File: config.mk
export PLATFORM = sky130hd
export DESIGN_NAME = regfile_pipe
export DESIGN_NICKNAME = d
export VERILOG_FILES = /design/src/rtl/regfile_pipe.sv
export SDC_FILE = /design/constraint.sdc
export NUM_CORES = 1
export LEC_CHECK = 0
export CORE_MARGIN = 5
export CORE_UTILIZATION = 40
export DETAILED_ROUTE_END_ITERATION = 12
export HOLD_SLACK_MARGIN = 0.06
export MAX_ROUTING_LAYER = met4
export PLACE_DENSITY = 0.64
export SYNTH_ARGS = -nofsm -noshare
export SYNTH_HDL_FRONTEND = slang
export SYNTH_SLANG_ARGS = --single-unit
File: constraint.sdc
create_clock -name Clock -period 2.3 [get_ports Clock]
set_input_delay 0.345 -clock Clock [delete_from_list [all_inputs] [get_ports Clock]]
set_output_delay 0.345 -clock Clock [all_outputs]
set_load 0.05 [all_outputs]
File: src/rtl/regfile_pipe.sv
// Dual-write, dual-read register file with write-first forwarding, an optional
// hardwired zero register and a per-register busy scoreboard.
module regfile_pipe #(
   parameter int DATA_W   = 16,
   parameter int ADDR_W   = 4,
   parameter bit ZERO_REG = 1'b0
) (
   input  logic              Clock,
   input  logic              Reset,
   input  logic              WriteEnable0,
   input  logic [ADDR_W-1:0] SelectIn0,
   input  logic [DATA_W-1:0] In0,
   input  logic              WriteEnable1,
   input  logic [ADDR_W-1:0] SelectIn1,
   input  logic [DATA_W-1:0] In1,
   input  logic              ReserveEnable,
   input  logic [ADDR_W-1:0] SelectReserve,
   input  logic [ADDR_W-1:0] SelectA,
   input  logic [ADDR_W-1:0] SelectB,
   output logic [DATA_W-1:0] A,
   output logic [DATA_W-1:0] B,
   output logic              BusyA,
   output logic              BusyB
);

   localparam int DEPTH = 1 << ADDR_W;

   logic [DATA_W-1:0] r_mem [DEPTH];
   logic [DEPTH-1:0]  r_busy;

   logic              w_we0;
   logic              w_we1;
   logic              w_rsv;
   logic              w_zero_a;
   logic              w_zero_b;
   logic [DEPTH-1:0]  w_busy_next;
   logic [DATA_W-1:0] w_rd_a;
   logic [DATA_W-1:0] w_rd_b;

   // Address 0 is write- and reserve-immune when the zero register is enabled.
   assign w_we0    = WriteEnable0  && !(ZERO_REG && (SelectIn0 == '0));
   assign w_we1    = WriteEnable1  && !(ZERO_REG && (SelectIn1 == '0));
   assign w_rsv    = ReserveEnable && !(ZERO_REG && (SelectReserve == '0));
   assign w_zero_a = ZERO_REG && (SelectA == '0);
   assign w_zero_b = ZERO_REG && (SelectB == '0);

   // Writes clear busy first; a same-cycle reserve then re-arms it.
   always_comb begin
      w_busy_next = r_busy;
      for (int i = 0; i < DEPTH; i++) begin
         if ((w_we0 && (SelectIn0 == ADDR_W'(i))) || (w_we1 && (SelectIn1 == ADDR_W'(i))))
            w_busy_next[i] = 1'b0;
         if (w_rsv && (SelectReserve == ADDR_W'(i)))
            w_busy_next[i] = 1'b1;
      end
   end

   always_comb begin
      w_rd_a = r_mem[SelectA];
      if (w_we0 && (SelectIn0 == SelectA)) w_rd_a = In0;
      if (w_we1 && (SelectIn1 == SelectA)) w_rd_a = In1;
      if (w_zero_a)                        w_rd_a = '0;
   end

   always_comb begin
      w_rd_b = r_mem[SelectB];
      if (w_we0 && (SelectIn0 == SelectB)) w_rd_b = In0;
      if (w_we1 && (SelectIn1 == SelectB)) w_rd_b = In1;
      if (w_zero_b)                        w_rd_b = '0;
   end

   always_ff @(posedge Clock) begin
      if (!Reset) begin
         for (int i = 0; i < DEPTH; i++) r_mem[i] <= '0;
         r_busy <= '0;
         A      <= '0;
         B      <= '0;
         BusyA  <= 1'b0;
         BusyB  <= 1'b0;
      end else begin
         if (w_we0) r_mem[SelectIn0] <= In0;
         if (w_we1) r_mem[SelectIn1] <= In1;
         r_busy <= w_busy_next;
         A      <= w_rd_a;
         B      <= w_rd_b;
         BusyA  <= w_busy_next[SelectA];
         BusyB  <= w_busy_next[SelectB];
      end
   end

endmodule

Yosys cells after proc, flatten, opt, wreduce, memory -nomap -nowiden
Memory sizes are Yosys's and may differ from the RTL's. A register that Yosys moved wholly into a read port is not among the register bits.
Cells that the tools add are included.
{"block": "op_classes", "magnitude_cmp": 2, "n_eq_ne": 45, "muxes": 49, "reduce_logical": 71}
{"operator": "$eq 4x4->1 const B", "count": 24}
{"operator": "$eq 4x3->1 const B", "count": 12}
{"operator": "$logic_and 1x1->1", "count": 48}
{"operator": "$mux 1", "count": 43}
{"operator": "$mux 16", "count": 2}
{"operator": "$reduce_or 16->1", "count": 2}
{"operator": "$eq 4x2->1 const B", "count": 6}
{"operator": "$logic_or 1x1->1", "count": 16}
{"operator": "$eq 4x1->1 const B", "count": 3}
{"operator": "$logic_not 4->1", "count": 3}
{"operator": "$lt 4x5->1 const B", "count": 2}
{"operator": "$bmux 1 s4", "count": 2}
{"operator": "$mux 4", "count": 2}
{"operator": "$logic_not 1->1", "count": 2}
{"block": "totals", "reg_bits": 18, "ram_bits": 256, "inputBits": 57, "out_inout_bits": 34, "wordCells": 171, "memories": 1}
{"name": "r_mem", "words": 16, "width": 16, "read_ports": 2, "rd_ports_with_merged_regs": 2, "wr": 16, "line": "28", "rtl": "logic [DATA_W-1:0] r_mem [DEPTH];"}

Longest topological paths before layout
{"block": "logic_depth", "word_depth": 7, "ltp_mapped": 9, "mapped_depth_nobuf": 6}

Worst setup path before layout
OpenSTA, ideal clock, no wires.
{"block": "synth_timing", "path_type": "input port to flip-flop", "start": "input SelectIn0[2]", "end": "memory r_mem[0][0] (enable)", "t_arrival_ps": 1954, "setup_slack_ps": -51, "path_stages": 4, "path_cell_list": "buf_2 -> or3b_4 -> buf_6 -> o221ai_1"}
{"item": "start: declaration", "line": "11", "rtl": "input logic [ADDR_W-1:0] SelectIn0,"}
{"item": "end: declaration", "line": "28"}

==> results.md <==
* Top-area cell type share of the netlist area at 0.443
* Core area at 43,000 um^2
* Critical path capture point type: flop
* Synth area leader: edfxtp_1
* Vias in the first global route at 13,100
* Chip width at between 200 and 250 um
* Tot Pwr at 14.7 mW
* Final Cell Area at 21,700 um^2
* Clk buf depth at 3
* Router iterations before antenna repair at 5
* Max VDD drop at 0.000601 V
* Initial antenna violation count at 1
* Synth area leaders: edfxtp_1 (44%), mux4_2 (21%), a22o_1 (13%)
* IO Pins at 91
* Slew Viols, Final at 0
* Setup TNS at -0.0349 ns
* Clk_lat worst skew at between 0.5 and 0.6 ns
* Worst-path fanout max at 16
* Clk pin slew, worst setup/hold paths at 0.07 ns
* Relative slew slack at 0.144
* Via count at 13,400
* # diodes at 0
* FF-to-FF path depth at 4
* CP Data Arrival Time at 2.77 ns
* Reg-to-Reg End: B[13]$_SDFF_PN0_
* FF-to-FF Start: r_mem[8][13]$_DFFE_PP_
* R2R setup slack at approximately 0.53 ns
* Layout cell share with drive strength beyond 1 at 0.311
* Most common cell in the netlist: a22o_1
* Yosys warnings at 0
* Standard-cell row count at 76
* Async S/R FF share, synth at 0
* Vias/cell at 6.70
* Postcts setup bufs at 0
* Hold Crit Endpoint: B[1]$_SDFF_PN0_
* Syn avg cell area at 13.7 um^2
* Area of the multi-input gates at 8140 um^2
* Register area share after synthesis at 0.501
* Worst slack at placement at -0.396 ns
* Startpoint types: input port
* Initial Utilization at 0.404
* Grt total ovfl at 0
* Power per cell area at 677 nW/um^2
* Wire length per cell at 29.7 um
* Hold Startpoint: Reset
* Area growth from synthesis to layout at 24.9%
* Final hold vios at 0
* First-pass GRT wire length at 87.5 mm
* RePlAce Congestion at 0.891
* Synth cell count leaders: a22o_1 (257), edfxtp_1 (256), mux4_2 (159)
* Final clock skew at approximately 0.010 ns
* Final setup viols at 8
* Tmin final at 2.31 ns
* CP required at 2.76 ns
* Final-layout fill cell count at roughly 3,600
* Critical path class: input port to flop
* Detailed Route WL at 59.6 mm
* Final setup margin at -0.0111 ns
* Register area at 8690 um^2
* GR Util All Layers at 0.254
* Die Y at 218 um
* Class of the worst hold path: input port to flop
* Primary FF master, synth: edfxtp_1
* Failing checks: setup timing
* DRC Markers at 0
* F_max at 0.433 GHz
* Iter 0 DRT Violations at 1,697
* Hold path depth at 4
* Synthesized flop and latch total at between 300 and 400
* Largest net degree at the start of global routing at 33
* Syn nets at 1,325
* Synth Cell Area at between 15,000 and 20,000 um^2
* H-tree depth at 1
* Maxcap violations at 0
* Fin crit share at 1.00
* Gate Count Post-Synth at 1,268
* Port Buffers at 90
* Clock Sink Count at between 300 and 400
* Routed Antenna Nets at 0
* CTS tree: done
* Worst setup path start: SelectIn0[3]
* Worst-Margin Slew at ~1.3 ns
* Root Driver: clkbuf_16
* Die ar. at between 40,000 and 50,000 um^2
* Hold buffers post-CTS at 0
* Status: complete, but fails checks
* Final #Nets at between 1,000 and 1,500
* RSZ-0062 raised after global routing: false
* Number of synthesized flops with an enable pin at between 200 and 300
* Placed Area at around 20,000 um^2
* Yosys cell types at 56
* Leakage at between 7 and 8 nW
* Post_cts resized at 0
* Clock buffer count from CTS at 31
* DP HPWL at 40.5 mm
## stage by stage
stage	utilization	std cells	hold WS (ns)
2_1_floorplan	-	1268	0.466
3_3_place_gp	0.479	1946	0.490
3_5_place_dp	0.479	1946	0.523
4_1_cts	0.504	2004	0.279
5_1_grt	0.504	2004	0.354
6_report	0.504	2004	0.318
## critical path, stage by stage
cell	delay [ns]
clkdlybuf4s50_1	0.55
nand3b_1	0.32
buf_4	0.25
nor3_4	1.03
a22o_1	0.26
## power by group
group	switching, mW	internal, mW
Clock	2.25	3.21
Sequential	0.178	6.42
Combinational	1.45	1.15
Total	3.88	10.8
## placed cells by master (no fill, tap or decap), drive strengths merged, types with 3 or more instances in the layout
| cell | synthesis | routed |
|---|---|---|
| nand3b | 8 | 8 |
| bufinv | 0 | 6 |
| buf | 77 | 185 |
| o221ai | 16 | 16 |
| nand3 | 13 | 13 |
| a21oi | 11 | 11 |
| a2111oi | 3 | 3 |
| nor4 | 5 | 5 |
| a22o | 257 | 257 |
| clkinv | 0 | 12 |
| a32oi | 3 | 3 |
| dfxtp | 50 | 50 |
| and2 | 3 | 3 |
| a22oi | 3 | 3 |
| nor2 | 36 | 36 |
| and3 | 3 | 3 |
| clkbuf | 98 | 36 |
| nor2b | 5 | 5 |
| xnor2 | 8 | 8 |
| o21ai | 32 | 32 |
| nand2 | 98 | 98 |
| a31oi | 34 | 34 |
| nor3 | 35 | 35 |
| mux4 | 159 | 159 |
| nand4 | 4 | 4 |
| edfxtp | 256 | 256 |
| or2 | 4 | 4 |
| clkdlybuf4s50 | 0 | 83 |
| a211oi | 3 | 3 |
| inv | 2 | 3 |
| a2bb2oi | 3 | 3 |
| nand2b | 6 | 6 |
| xor2 | 8 | 8 |
| clkinvlp | 0 | 3 |
## flip-flops by register name, summed over array words and instances (netlist names)
name,count
B,16
A,16
r_busy,16
r_mem,256
BusyA,1
BusyB,1
## layout make-up
type                    count  area share
clock buffers              36      0.0376
clock inverters            22      0.0129
inverters                   2    0.000346
multi-input cells         785       0.375
flip-flops and latches    306       0.401
well taps                 585      0.0338
repair buffers            268       0.139
## how the worst max path moves through the flow
stage / to / slack [ns] / cells past startpoint
after floorplan: r_mem[0][0]$_DFFE_PP_ / -0.05 / 4
after global placement: BusyA$_SDFF_PN0_ / -0.36 / 7
after detailed placement: r_mem[7][11]$_DFFE_PP_ / -0.40 / 5
after CTS: BusyA / 0.16 / 1
after global routing: r_mem[7][0]$_DFFE_PP_ / 0.02 / 7
final: r_mem[7][11]$_DFFE_PP_ / -0.01 / 5
## metal layers
layer,part of all wire,track usage,vias up
li1,-,-,5498
met1,0.38,0.342,6766
met2,0.45,0.377,1011
met3,0.13,0.0758,160
met4,0.031,0.0705,0
met5,0,-,-
## kinds of logic (layout without fill, tap and decap cells)
| kind of cell | after synthesis | count (layout) | synth area share |
|---|---|---|---|
| DFF | 306 | 306 | 0.501 |
| xor gates and xnor gates | 16 | 16 | 0.00808 |
| muxes | 162 | 162 | 0.208 |
| AOI/OAI and AO/OA | 374 | 374 | 0.176 |
| and+or+nand+nor | 233 | 233 | 0.0640 |
| buffers and inverters | 177 | 328 | 0.0424 |
No activity file was read; power rests on OpenSTA's default activity.
